===== src/rtl/rv32_pkg.sv =====
// Shared RV32 definitions for the load/store path: memory size, funct3
// width codes and the LSU state encoding.
package rv32_pkg;

  localparam int unsigned DMEM_SIZE = 1024;

  localparam logic [2:0] F3_B  = 3'b000;
  localparam logic [2:0] F3_H  = 3'b001;
  localparam logic [2:0] F3_W  = 3'b010;
  localparam logic [2:0] F3_BU = 3'b100;
  localparam logic [2:0] F3_HU = 3'b101;

  typedef enum logic [1:0] {
    S_IDLE,
    S_ACC0,
    S_ACC1,
    S_RESP
  } lsu_state_e;

  // Access size in bytes from funct3[1:0]; the reserved code maps to 4
  // and is rejected separately as illegal.
  function automatic logic [2:0] f3_size(input logic [1:0] w);
    case (w)
      2'b00:   f3_size = 3'd1;
      2'b01:   f3_size = 3'd2;
      default: f3_size = 3'd4;
    endcase
  endfunction

endpackage


===== src/rtl/lsu_align.sv =====
// Combinational lane alignment shared by both access phases: byte-lane
// mask, write-data shift, word-crossing detect and load extract/extend.
module lsu_align
  import rv32_pkg::*;
(
  input  logic [2:0]  funct3,
  input  logic [1:0]  off,
  input  logic        phase1,
  input  logic [31:0] wdata,
  input  logic [31:0] lo,
  input  logic [31:0] hi,
  output logic [31:0] bit_mask,
  output logic [31:0] wr_data,
  output logic [31:0] ld_data,
  output logic        crosses
);

  logic [2:0]       sz;
  logic [3:0][7:0]  m;
  logic [4:0]       sh_lo;
  logic [5:0]       sh_hi;
  logic [63:0]      raw;
  logic [31:0]      win;
  logic             sgn;

  // Phase 0 shifts lanes up by the offset; phase 1 carries the bytes that
  // spilled past the word boundary down into the next word.
  always_comb begin
    sz = f3_size(funct3[1:0]);
    for (int b = 0; b < 4; b++)
      m[b] = (3'(b) < sz) ? 8'hFF : 8'h00;
    crosses = ({2'b00, off} + {1'b0, sz}) > 4'd4;
    sh_lo   = {off, 3'b000};
    sh_hi   = 6'd32 - {1'b0, off, 3'b000};
    if (phase1) begin
      bit_mask = m >> sh_hi;
      wr_data  = wdata >> sh_hi;
    end else begin
      bit_mask = m << sh_lo;
      wr_data  = wdata << sh_lo;
    end
    raw = {hi, lo} >> sh_lo;
    win = raw[31:0];
    sgn = ~funct3[2];
    case (funct3[1:0])
      2'b00:   ld_data = {{24{sgn & win[7]}},  win[7:0]};
      2'b01:   ld_data = {{16{sgn & win[15]}}, win[15:0]};
      default: ld_data = win;
    endcase
  end

endmodule


===== src/rtl/lsu.sv =====
// Load/store unit: one outstanding request, split into one or two word
// accesses on dmem, with a registered response held until accepted.
module lsu
  import rv32_pkg::*;
#(
  parameter int unsigned DMEM_SIZE = rv32_pkg::DMEM_SIZE
) (
  input  logic        clk,
  input  logic        rst_n,
  input  logic        req_valid,
  output logic        req_ready,
  input  logic        req_store,
  input  logic [2:0]  req_funct3,
  input  logic [31:0] req_addr,
  input  logic [31:0] req_wdata,
  output logic        resp_valid,
  input  logic        resp_ready,
  output logic [31:0] resp_rdata,
  output logic        resp_err,
  output logic        dmem_wr_en,
  output logic [31:0] dmem_bit_wr_en,
  output logic [31:0] dmem_addr,
  output logic [31:0] dmem_wr_data,
  input  logic [31:0] dmem_rd_data
);

  lsu_state_e  state_q, state_d;
  logic        st_q;
  logic [2:0]  f3_q;
  logic [31:0] addr_q, wdata_q, lo_q, rdata_q;
  logic        err_q;

  logic        phase1, crosses, err_c, illegal;
  logic [2:0]  sz_c;
  logic [31:0] al_mask, al_wdata, al_ld, lo_in, hi_in, word_addr;

  // Errors are judged on the registered request; the bound check is done
  // in 33 bits so addresses near 2^32 cannot wrap into range.
  always_comb begin
    sz_c    = f3_size(f3_q[1:0]);
    illegal = st_q ? (f3_q > F3_W)
                   : (f3_q == 3'b011 || f3_q == 3'b110 || f3_q == 3'b111);
    err_c   = illegal ||
              (({1'b0, addr_q} + {30'b0, sz_c}) > 33'(DMEM_SIZE));
    word_addr = {addr_q[31:2], 2'b00};
    // In ACC1 the live read is the upper word; a single access has hi = 0.
    lo_in = phase1 ? lo_q : dmem_rd_data;
    hi_in = phase1 ? dmem_rd_data : 32'h0;
  end

  lsu_align u_align (
    .funct3   (f3_q),
    .off      (addr_q[1:0]),
    .phase1   (phase1),
    .wdata    (wdata_q),
    .lo       (lo_in),
    .hi       (hi_in),
    .bit_mask (al_mask),
    .wr_data  (al_wdata),
    .ld_data  (al_ld),
    .crosses  (crosses)
  );

  // Next state and dmem/handshake outputs; write strobe is gated by rst_n
  // so a reset edge never commits a write.
  always_comb begin
    state_d        = state_q;
    req_ready      = 1'b0;
    resp_valid     = 1'b0;
    phase1         = 1'b0;
    dmem_wr_en     = 1'b0;
    dmem_addr      = 32'h0;
    dmem_bit_wr_en = 32'h0;
    dmem_wr_data   = 32'h0;
    case (state_q)
      S_IDLE: begin
        req_ready = 1'b1;
        if (req_valid) state_d = S_ACC0;
      end
      S_ACC0: begin
        dmem_addr      = word_addr;
        dmem_bit_wr_en = al_mask;
        dmem_wr_data   = al_wdata;
        dmem_wr_en     = st_q & ~err_c & rst_n;
        state_d        = (!err_c && crosses) ? S_ACC1 : S_RESP;
      end
      S_ACC1: begin
        phase1         = 1'b1;
        dmem_addr      = word_addr + 32'd4;
        dmem_bit_wr_en = al_mask;
        dmem_wr_data   = al_wdata;
        dmem_wr_en     = st_q & rst_n;
        state_d        = S_RESP;
      end
      S_RESP: begin
        resp_valid = 1'b1;
        if (resp_ready) state_d = S_IDLE;
      end
      default: state_d = S_IDLE;
    endcase
  end

  // State, request capture, low-word capture and response registers.
  always_ff @(posedge clk) begin
    if (!rst_n) begin
      state_q <= S_IDLE;
      st_q    <= 1'b0;
      f3_q    <= 3'b0;
      addr_q  <= 32'h0;
      wdata_q <= 32'h0;
      lo_q    <= 32'h0;
      rdata_q <= 32'h0;
      err_q   <= 1'b0;
    end else begin
      state_q <= state_d;
      case (state_q)
        S_IDLE: if (req_valid) begin
          st_q    <= req_store;
          f3_q    <= req_funct3;
          addr_q  <= req_addr;
          wdata_q <= req_wdata;
        end
        S_ACC0: begin
          lo_q <= dmem_rd_data;
          if (state_d == S_RESP) begin
            rdata_q <= (err_c || st_q) ? 32'h0 : al_ld;
            err_q   <= err_c;
          end
        end
        S_ACC1: begin
          rdata_q <= st_q ? 32'h0 : al_ld;
          err_q   <= 1'b0;
        end
        S_RESP: if (resp_ready) begin
          rdata_q <= 32'h0;
          err_q   <= 1'b0;
        end
        default: ;
      endcase
    end
  end

  assign resp_rdata = rdata_q;
  assign resp_err   = err_q;

endmodule

===== config.mk =====
export PLATFORM = sky130hd
export DESIGN_NAME = lsu
export DESIGN_NICKNAME = d
export VERILOG_FILES = /design/src/rtl/rv32_pkg.sv /design/src/rtl/lsu_align.sv /design/src/rtl/lsu.sv
export SDC_FILE = /design/constraint.sdc
export NUM_CORES = 1
export LEC_CHECK = 0
export ABC_AREA = 1
export CAP_MARGIN = 20
export CELL_PAD_IN_SITES_DETAIL_PLACEMENT = 0
export CELL_PAD_IN_SITES_GLOBAL_PLACEMENT = 2
export CORE_ASPECT_RATIO = 1.5
export CORE_UTILIZATION = 29
export CTS_BUF_LIST = sky130_fd_sc_hd__clkbuf_4
export DETAILED_ROUTE_END_ITERATION = 10
export PLACE_DENSITY_LB_ADDON = 0.12
export SLEW_MARGIN = 15
export SYNTH_ARGS = -nofsm -noshare
export SYNTH_HDL_FRONTEND = slang
export SYNTH_HIERARCHICAL = 1
export SYNTH_SLANG_ARGS = --single-unit

===== constraint.sdc =====
create_clock -name clk -period 8.5 [get_ports clk]
set_clock_uncertainty 0.2 [all_clocks]
set_input_delay 1.7 -clock clk [delete_from_list [all_inputs] [get_ports clk]]
set_output_delay 1.7 -clock clk [all_outputs]
set_load 0.01 [all_outputs]

==> results.yml, run 1 <==
die:
  core_um2: 37700
  die_x_um: 162
  die-area_um2: 39100
  ioPinCount: 236
  initial_utilization_pct: 29.5
  die_y_um: 242
  num_rows: 87
placement:
  preCtsSetupSlack_ns: 2.79
  dp_hpwl_mm: 33.7
  numPortBuffers: 233
  place_area_um2: 13300
  gp_congestion: 0.964
route:
  wl_per_cell_um: 17.1
  avgViaCountPerCell: 4.81
  drt-pass1-iter-count: 5
  vias: 12500
  drc: 0
  postRouteAntennaNets: 0
  drtIter0Drc: 705
  wl_mm: 44.4
setup_path:
  criticalPathCategory: "flop to output port"
  cp.arrival_ns: 4.44
  startpoint_type: "flop"
  cp-end-kind: "output port"
  crit_fanout: 70
  required_ns: 6.60
global_routing:
  grt_pass1_wl_mm: 68.3
  grt_pass1_vias: 11800
  grt_max_degree: 92
  track_usage_pct: 22.6
  overflow: 0
  antenna_found_initial: 3
final_layout:
  design_area_um2: 13700
  post-route-util_pct: 36.3
  layout-drive-gt1-share_pct: 5.16
  syn_to_final_growth_pct: 23.0
  final_nets: 2219
timing:
  fin_hold_ws_ns: 0.295
  slew_violations: 0
  hold_viol: 0
  setup_ws_ns: 2.16
  period_needed_ns: 6.34
  period_share_pct: 74.6
  finalSetupTns_ns: 0
  worstMarginPinSlew_ns: 1.02
  slew_headroom_pct: 32.1
  report.final.setup_viol: 0
  fmax_mhz: 158
  rsz0062_at_grt: "false"
clocking:
  cts_buffers: 17
  insertion_delay_ns: 0.61
  clock_sinks: 135
  cts.clk_slew.worst_paths_ns: 0.13
  cts_htree_levels: 4
  postCtsSetupBuffers: 0
  ctsResizeCount: 0
  cts_root_buffer: "clkbuf_4"
  tritoncts: "done"
  ctsHoldBuffers: 0
  clock_path_buffers: 2
worst_hold_path:
  hp-class: "flop to flop"
pwr:
  worst_ir_drop_vdd_mv: 0.107
  power_density_nw_per_um2: 228
  p_leak_uw: 0.00616
run:
  maxCapViolCount: 0
yosys:
  synth_area_per_cell_um2: 5.60
  synthesis.area_um2: 11100
  syn_inst: 1984
  ys_warn_count: 6
status:
  outcome: "finished clean"
## registers in the layout, summed over array words and instances (netlist names)
| name | flops |
|---|---|
| addr_q | 32 |
| f3_q | 3 |
| lo_q | 32 |
| resp_err | 1 |
| resp_rdata | 32 |
| st_q | 1 |
| state_q | 2 |
| wdata_q | 32 |
## layout by cell type, fill, tap and decap left out, types with 3 or more instances in the layout
| master | n |
|---|---|
| clkdlybuf4s50_1 | 232 |
| nor2_4 | 7 |
| clkinv_1 | 4 |
| xor2_1 | 3 |
| inv_2 | 8 |
| dfxtp_1 | 133 |
| clkinvlp_4 | 5 |
| nor2_2 | 13 |
| a32oi_1 | 7 |
| a21oi_1 | 78 |
| ha_1 | 10 |
| nand4_1 | 8 |
| nor3_1 | 6 |
| o211ai_1 | 4 |
| nand2_1 | 620 |
| a311oi_1 | 3 |
| clkbuf_4 | 17 |
| nor2_1 | 304 |
| inv_1 | 201 |
| bufinv_16 | 4 |
| a211oi_1 | 4 |
| buf_4 | 15 |
| o21ai_0 | 161 |
| nand2_2 | 7 |
| nand3_2 | 18 |
| nand3_1 | 193 |
| ha_2 | 3 |
| a221oi_1 | 11 |
| a31oi_1 | 4 |
## metrics by stage
step | instances | total power, uW
finish | 2604 | 3120
global placement | 2570 | 2620
detailed placement | 2570 | 2630
floorplan | 1985 | 2060
global route | 2604 | 3390
CTS | 2602 | 3160
## where the power goes
part           internal (uW)  switching (uW)
clock network            234             284
logic                    638            1020
registers                785             160
## metal layers
layer | global-route usage, % | vias up | part of all wire (%)
li1 | - | 6453 | -
met1 | 27.7 | 5671 | 43
met2 | 38.8 | 323 | 49
met3 | 3.21 | 77 | 3.5
met4 | 10.4 | 2 | 4.2
met5 | 0 | - | 0.032
## area by class of cell
| class | instances | area, um^2 |
|---|---|---|
| fill | 4353 | 24000 |
| multi-input combinational | 1487 | 6770 |
| clock inverter | 15 | 201 |
| timing repair buffer | 247 | 2430 |
| sequential | 135 | 2710 |
| antenna | 2 | 5.00 |
| inverter | 212 | 796 |
| clock buffer | 17 | 128 |
| tap | 489 | 612 |
## worst max-delay path: stages, from the launching register on
cell	delay, ns
dfxtp_1	0.45
inv_1	0.10
ha_2	0.31
buf_4	0.52
inv_1	0.09
buf_4	0.25
nor2_1	0.68
inv_1	0.38
a311oi_1	0.40
clkdlybuf4s50_1	0.60
## final timing paths
| check | cells after the start | start | endpoint | slack (ns) |
|---|---|---|---|---|
| worst max register to register | 15 | addr_q[1] | resp_rdata[30] | 4.14 |
| worst max-delay path | 9 | state_q[0] | dmem_addr[13] | 2.16 |
| worst min-delay path | 2 | resp_rdata[18] | resp_rdata[18] | 0.30 |
| worst min register to register | 2 | resp_rdata[18] | resp_rdata[18] | 0.30 |
Power figures use the tool's default switching activity.
==> run 2: changes to the inputs <==
--- a/config.mk
+++ b/config.mk
@@ -10,7 +10,7 @@
 export CELL_PAD_IN_SITES_DETAIL_PLACEMENT = 0
 export CELL_PAD_IN_SITES_GLOBAL_PLACEMENT = 2
 export CORE_ASPECT_RATIO = 1.5
-export CORE_UTILIZATION = 29
+export CORE_UTILIZATION = 24
 export CTS_BUF_LIST = sky130_fd_sc_hd__clkbuf_4
 export DETAILED_ROUTE_END_ITERATION = 10
 export PLACE_DENSITY_LB_ADDON = 0.12
==> constraint.sdc (replaced) <==
create_clock -name clk -period 5.1 [get_ports clk]
set_clock_uncertainty 0.2 [all_clocks]
set_input_delay 1.02 -clock clk [delete_from_list [all_inputs] [get_ports clk]]
set_output_delay 1.02 -clock clk [all_outputs]
set_load 0.01 [all_outputs]
==> run 2 against run 1 <==
  * Combinational power grew 72%
  * Global-route usage shrank 2.4 points
  * Final area grew 2.1%
  * Largest cell class unchanged
  * Power grew 68%
  * Die area grew 21%
  * Via count grew 0.52%
  * Routed wire length grew 6.7%
  * Sequential power grew 62%
  * First-iteration DRC count grew 5.1%
  * Setup slack lost 1.9 ns
==> results.yml, run 2 (same netlist as run 1, synthesis figures left out) <==
timing:
  fmax_mhz: 207
  hold_viol: 0
  slew_headroom_pct: 30.5
  report.final.setup_viol: 0
  fin_hold_ws_ns: 0.294
  period_share_pct: 94.8
  setup_ws_ns: 0.265
  period_needed_ns: 4.84
  slew_violations: 0
  worstMarginPinSlew_ns: 1.04
global_routing:
  grt_pass1_wl_mm: 72.4
  grt_use_met3_pct: 2.33
  overflow: 0
  antenna_found_initial: 3
  track_usage_pct: 20.3
  grt_pass1_vias: 12100
  grt_util_met2_pct: 35.6
  grt_use_met1_pct: 24.6
  grt.busiest_layer: "met2"
  grt_max_degree: 100
route:
  vias: 12600
  drt-pass1-iter-count: 4
  drc: 0
  wl_mm: 47.4
  wl_per_cell_um: 17.4
  postRouteAntennaNets: 0
  avgViaCountPerCell: 4.63
  drtIter0Drc: 741
clocking:
  clock_sinks: 135
  insertion_delay_ns: 0.62
  cts_root_buffer: "clkbuf_4"
  cts_htree_levels: 4
  cts_buffers: 17
  cts.clk_slew.worst_paths_ns: 0.14
  clock_path_buffers: 2
  tritoncts: "done"
pwr:
  clkPwrFrac_pct: 16.0
  worst_ir_drop_vdd_mv: 0.130
  p_int_uw: 2750
  power_frac_seq_pct: 29.3
  power_density_nw_per_um2: 375
  p_sw_share_pct: 47.4
  power_switching_uw: 2480
  p_leak_uw: 0.00627
  combinationalPowerShare_pct: 54.7
die:
  die_y_um: 265
  die-area_um2: 47100
  ioPinCount: 236
  initial_utilization_pct: 24.3
  die_x_um: 178
  core_um2: 45600
  num_rows: 96
placement:
  preCtsSetupSlack_ns: 0.621
  gp_congestion: 0.979
  numPortBuffers: 233
  dp_hpwl_mm: 36.0
setup_path:
  startpoint_type: "flop"
  cp-end-kind: "output port"
  crit_fanout: 5
  required_ns: 3.88
  criticalPathCategory: "flop to output port"
  cp.arrival_ns: 3.62
final_layout:
  final_common_cell: "nand2_1"
  layout_common_cells: "620 x nand2_1, 304 x nor2_1, 231 x clkdlybuf4s50_1"
  final_nets: 2235
  fill_cells: 5327
  layout-drive-gt1-share_pct: 6.01
  syn_to_final_growth_pct: 25.6
status:
  outcome: "finished clean"
worst_hold_path:
  hp-class: "flop to flop"
run:
  maxCapViolCount: 0
run 2: final timing paths:
| check | from | to | slack [ns] | depth (start not counted) |
|---|---|---|---|---|
| min | resp_rdata[26] | resp_rdata[26] | 0.29 | 2 |
| min reg2reg | resp_rdata[26] | resp_rdata[26] | 0.29 | 2 |
| max reg2reg | addr_q[0] | resp_rdata[1] | 1.20 | 14 |
| max | addr_q[12] | dmem_addr[25] | 0.26 | 9 |
run 2: layout make-up:
cell class              count  area (um^2)  area share, %
multi-input cells        1487         6790           48.7
flip-flops and latches    135         2710           19.4
repair buffers            263         2590           18.6
inverters                 212          796           5.71
well taps                 588          736           5.28
clock inverters            14          173           1.24
clock buffers              18          135          0.969
diodes                      4         10.0         0.0718
run 2: metal layers:
metal	part of all wire [%]	vias to the layer above
met1	43	5727
met5	0	-
met4	3.6	0
met3	3.2	60
li1	-	6490
met2	50	314
run 2: per-stage QoR:
stage               cell area [um^2]  TNS [ns]  cells  util, %  total power [uW]
global route                   13900  -0.00133   2719     30.5              5720
global placement               13600         0   2683     29.7              4450
detailed placement             13600         0   2683     29.7              4450
finish                         13900         0   2721     30.5              5230
floorplan                      11100         0   1985        -              3430
CTS                            13900   -0.0147   2715     30.4              5310
run 2: critical path, stage by stage (launching register included):
cell and delay [ns]:
dfxtp_1 0.46, nand2_1 0.21, nor2_1 0.44, nand2_2 0.24, nor2_1 0.38, nand2_1 0.23, o21ai_0 0.21, nand3_1 0.10
a21oi_1 0.16, clkdlybuf4s50_1 0.57
run 2: what timing repair did:
item	in CTS	in global routing
resized for setup	3	7
hold buffers	0	0
endpoints found under the setup margin	9	49
endpoints found under the hold margin	0	0
setup buffers	0	2
cloned	0	0
pin swaps	0	1
run 2: power by group through the flow:
stage	Combinational (uW)	Clock, uW	Sequential [uW]
6_report	2860	836	1530
4_1_cts	2900	877	1530
3_5_place_dp	2890	0	1560
3_3_place_gp	2890	0	1560
2_1_floorplan	1920	0	1520
5_1_grt	3230	915	1570
==> run 3: changes to the inputs <==
--- a/config.mk
+++ b/config.mk
@@ -12,7 +12,9 @@
 export CORE_ASPECT_RATIO = 1.5
 export CORE_UTILIZATION = 24
 export CTS_BUF_LIST = sky130_fd_sc_hd__clkbuf_4
+export CTS_CLUSTER_SIZE = 16
 export DETAILED_ROUTE_END_ITERATION = 10
+export GPL_ROUTABILITY_DRIVEN = 0
 export PLACE_DENSITY_LB_ADDON = 0.12
 export SLEW_MARGIN = 15
 export SYNTH_ARGS = -nofsm -noshare
==> run 3 against run 2 <==
  * Core utilization shrank 0.21 points
  * Die area is the same
  * Maximum frequency grew 1.2%
  * Register-to-register slack gained 0.06 ns
  * Flip-flop and latch count is the same
  * Critical path type unchanged
==> results.yml, run 3 (same netlist as run 1, synthesis figures left out) <==
clocking:
  tritoncts: "done"
  clock_sinks: 135
  insertion_delay_ns: 0.64
  cts.clk_slew.worst_paths_ns: 0.13
  cts_root_buffer: "clkbuf_4"
  clock_path_buffers: 2
  cts_buffers: 17
  cts_htree_levels: 4
pwr:
  power_density_nw_per_um2: 368
  clkPwrFrac_pct: 13.4
  power_frac_seq_pct: 30.0
  worst_ir_drop_vdd_mv: 0.145
  p_sw_share_pct: 48.9
  p_leak_uw: 0.00622
  power_switching_uw: 2490
  combinationalPowerShare_pct: 56.5
  p_int_uw: 2600
setup_path:
  cp-end-kind: "output port"
  criticalPathCategory: "flop to output port"
  r2r_end: "resp_rdata[22]"
  r2r-start: "f3_q[0]"
  required_ns: 3.88
  startpoint_type: "flop"
  reg2reg_depth: 20
  cp.arrival_ns: 3.56
  rrSetupSlack_ns: 1.26
  crit_fanout: 25
run:
  maxCapViolCount: 0
route:
  avgViaCountPerCell: 4.66
  drt-pass1-iter-count: 6
  drc: 0
  vias: 12700
  wl_per_cell_um: 17.4
  wl_mm: 47.3
  drtIter0Drc: 752
  postRouteAntennaNets: 0
placement:
  dp_cells: 2684
  dp_hpwl_mm: 35.8
  place_area_um2: 13600
  numPortBuffers: 233
die:
  num_rows: 96
  die_x_um: 178
  die_y_um: 265
  core_um2: 45600
  die-area_um2: 47100
  ioPinCount: 236
  initial_utilization_pct: 24.3
global_routing:
  grt_max_degree: 95
  grt_pass1_vias: 12000
  overflow: 0
  antenna_found_initial: 3
  grt_pass1_wl_mm: 72.0
  track_usage_pct: 20.1
timing:
  report.final.setup_viol: 0
  period_share_pct: 93.7
  worstMarginPinSlew_ns: 0.942
  slew_headroom_pct: 37.2
  fmax_mhz: 209
  finalSetupTns_ns: 0
  slew_violations: 0
  hold_viol: 0
  period_needed_ns: 4.78
  rsz0062_at_grt: "false"
final_layout:
  syn_to_final_growth_pct: 24.7
  stdcell_count: 2717
  layout_common_cells: "620 x nand2_1, 302 x nor2_1, 231 x clkdlybuf4s50_1"
  design_area_um2: 13800
  final_common_cell: "nand2_1"
  final_nets: 2235
  layout-drive-gt1-share_pct: 6.11
worst_hold_path:
  hold-path-cell-count: 2
  min_to: "resp_rdata[26]"
  worstHoldStart: "resp_rdata[26]"
  hp-class: "flop to flop"
status:
  outcome: "finished clean"
run 3: changes by cell type in the layout (fill, tap and decap cells not counted), moves of 2 or more:
cell	delta
bufinv_16	-3
inv_6	+2
nor2_1	-2
diode_2	-3
nor2_2	+2
run 3: layout make-up:
| class | count | area [um^2] |
|---|---|---|
| Antenna cell | 1 | 2.50 |
| Tap cell | 588 | 736 |
| Fill cell | 5276 | 31800 |
| Multi-Input combinational cell | 1487 | 6800 |
| Inverter | 212 | 796 |
| Clock inverter | 13 | 97.6 |
| Sequential cell | 135 | 2710 |
| Clock buffer | 18 | 135 |
| Timing Repair Buffer | 263 | 2570 |
run 3: timing repair:
item,4_1_cts,5_1_grt
setup buffers,0,0
hold buffers,0,0
gates resized for setup,3,8
setup endpoints to repair,1,33
pin swaps,0,1
run 3: power groups by stage:
stage          Clock (uW)  Combinational [uW]  Sequential [uW]
2_1_floorplan           0                1920             1520
3_3_place_gp            0                2890             1550
3_5_place_dp            0                2890             1550
4_1_cts               722                2900             1530
5_1_grt               758                3230             1570
6_report              683                2880             1530
run 3: how the worst max path moves through the flow:
stage	cells after the start	slack, ns	start	endpoint
2_1_floorplan	13	1.59	f3_q[1]	dmem_wr_en
3_3_place_gp	14	0.50	f3_q[1]	dmem_wr_en
4_1_cts	15	0.01	f3_q[0]	dmem_wr_en
3_5_place_dp	14	0.49	f3_q[1]	dmem_wr_en
5_1_grt	12	0.03	addr_q[0]	dmem_bit_wr_en[31]
6_report	11	0.32	state_q[0]	dmem_wr_data[27]
run 3: stage by stage:
step / setup slack (ns) / total power (uW) / util (%) / hold WS, ns
2_1_floorplan: 1.59 / 3430 / - / 0.263
3_3_place_gp: 0.496 / 4440 / 29.7 / 0.266
3_5_place_dp: 0.495 / 4450 / 29.7 / 0.268
4_1_cts: 0.0127 / 5150 / 30.3 / 0.301
5_1_grt: 0.0346 / 5560 / 30.3 / 0.333
6_report: 0.320 / 5090 / 30.3 / 0.295
run 3: per-layer routing:
metal,vias up,track usage (%),part of all wire [%]
li1,6483,-,-
met1,5769,24.2,43
met2,325,35.4,50
met3,75,2.43,3.4
met4,2,8.62,3.6
met5,-,0,0.027
run 3: critical path: stages, from the launching register on:
cell and delay [ns]:
dfxtp_1 0.45, inv_1 0.13, ha_4 0.30, nor2_2 0.12, buf_4 0.28, inv_2 0.19, nand2_1 0.53, o21ai_1 0.16
nand2_1 0.11, nand2_1 0.06, inv_1 0.08, clkdlybuf4s50_1 0.53
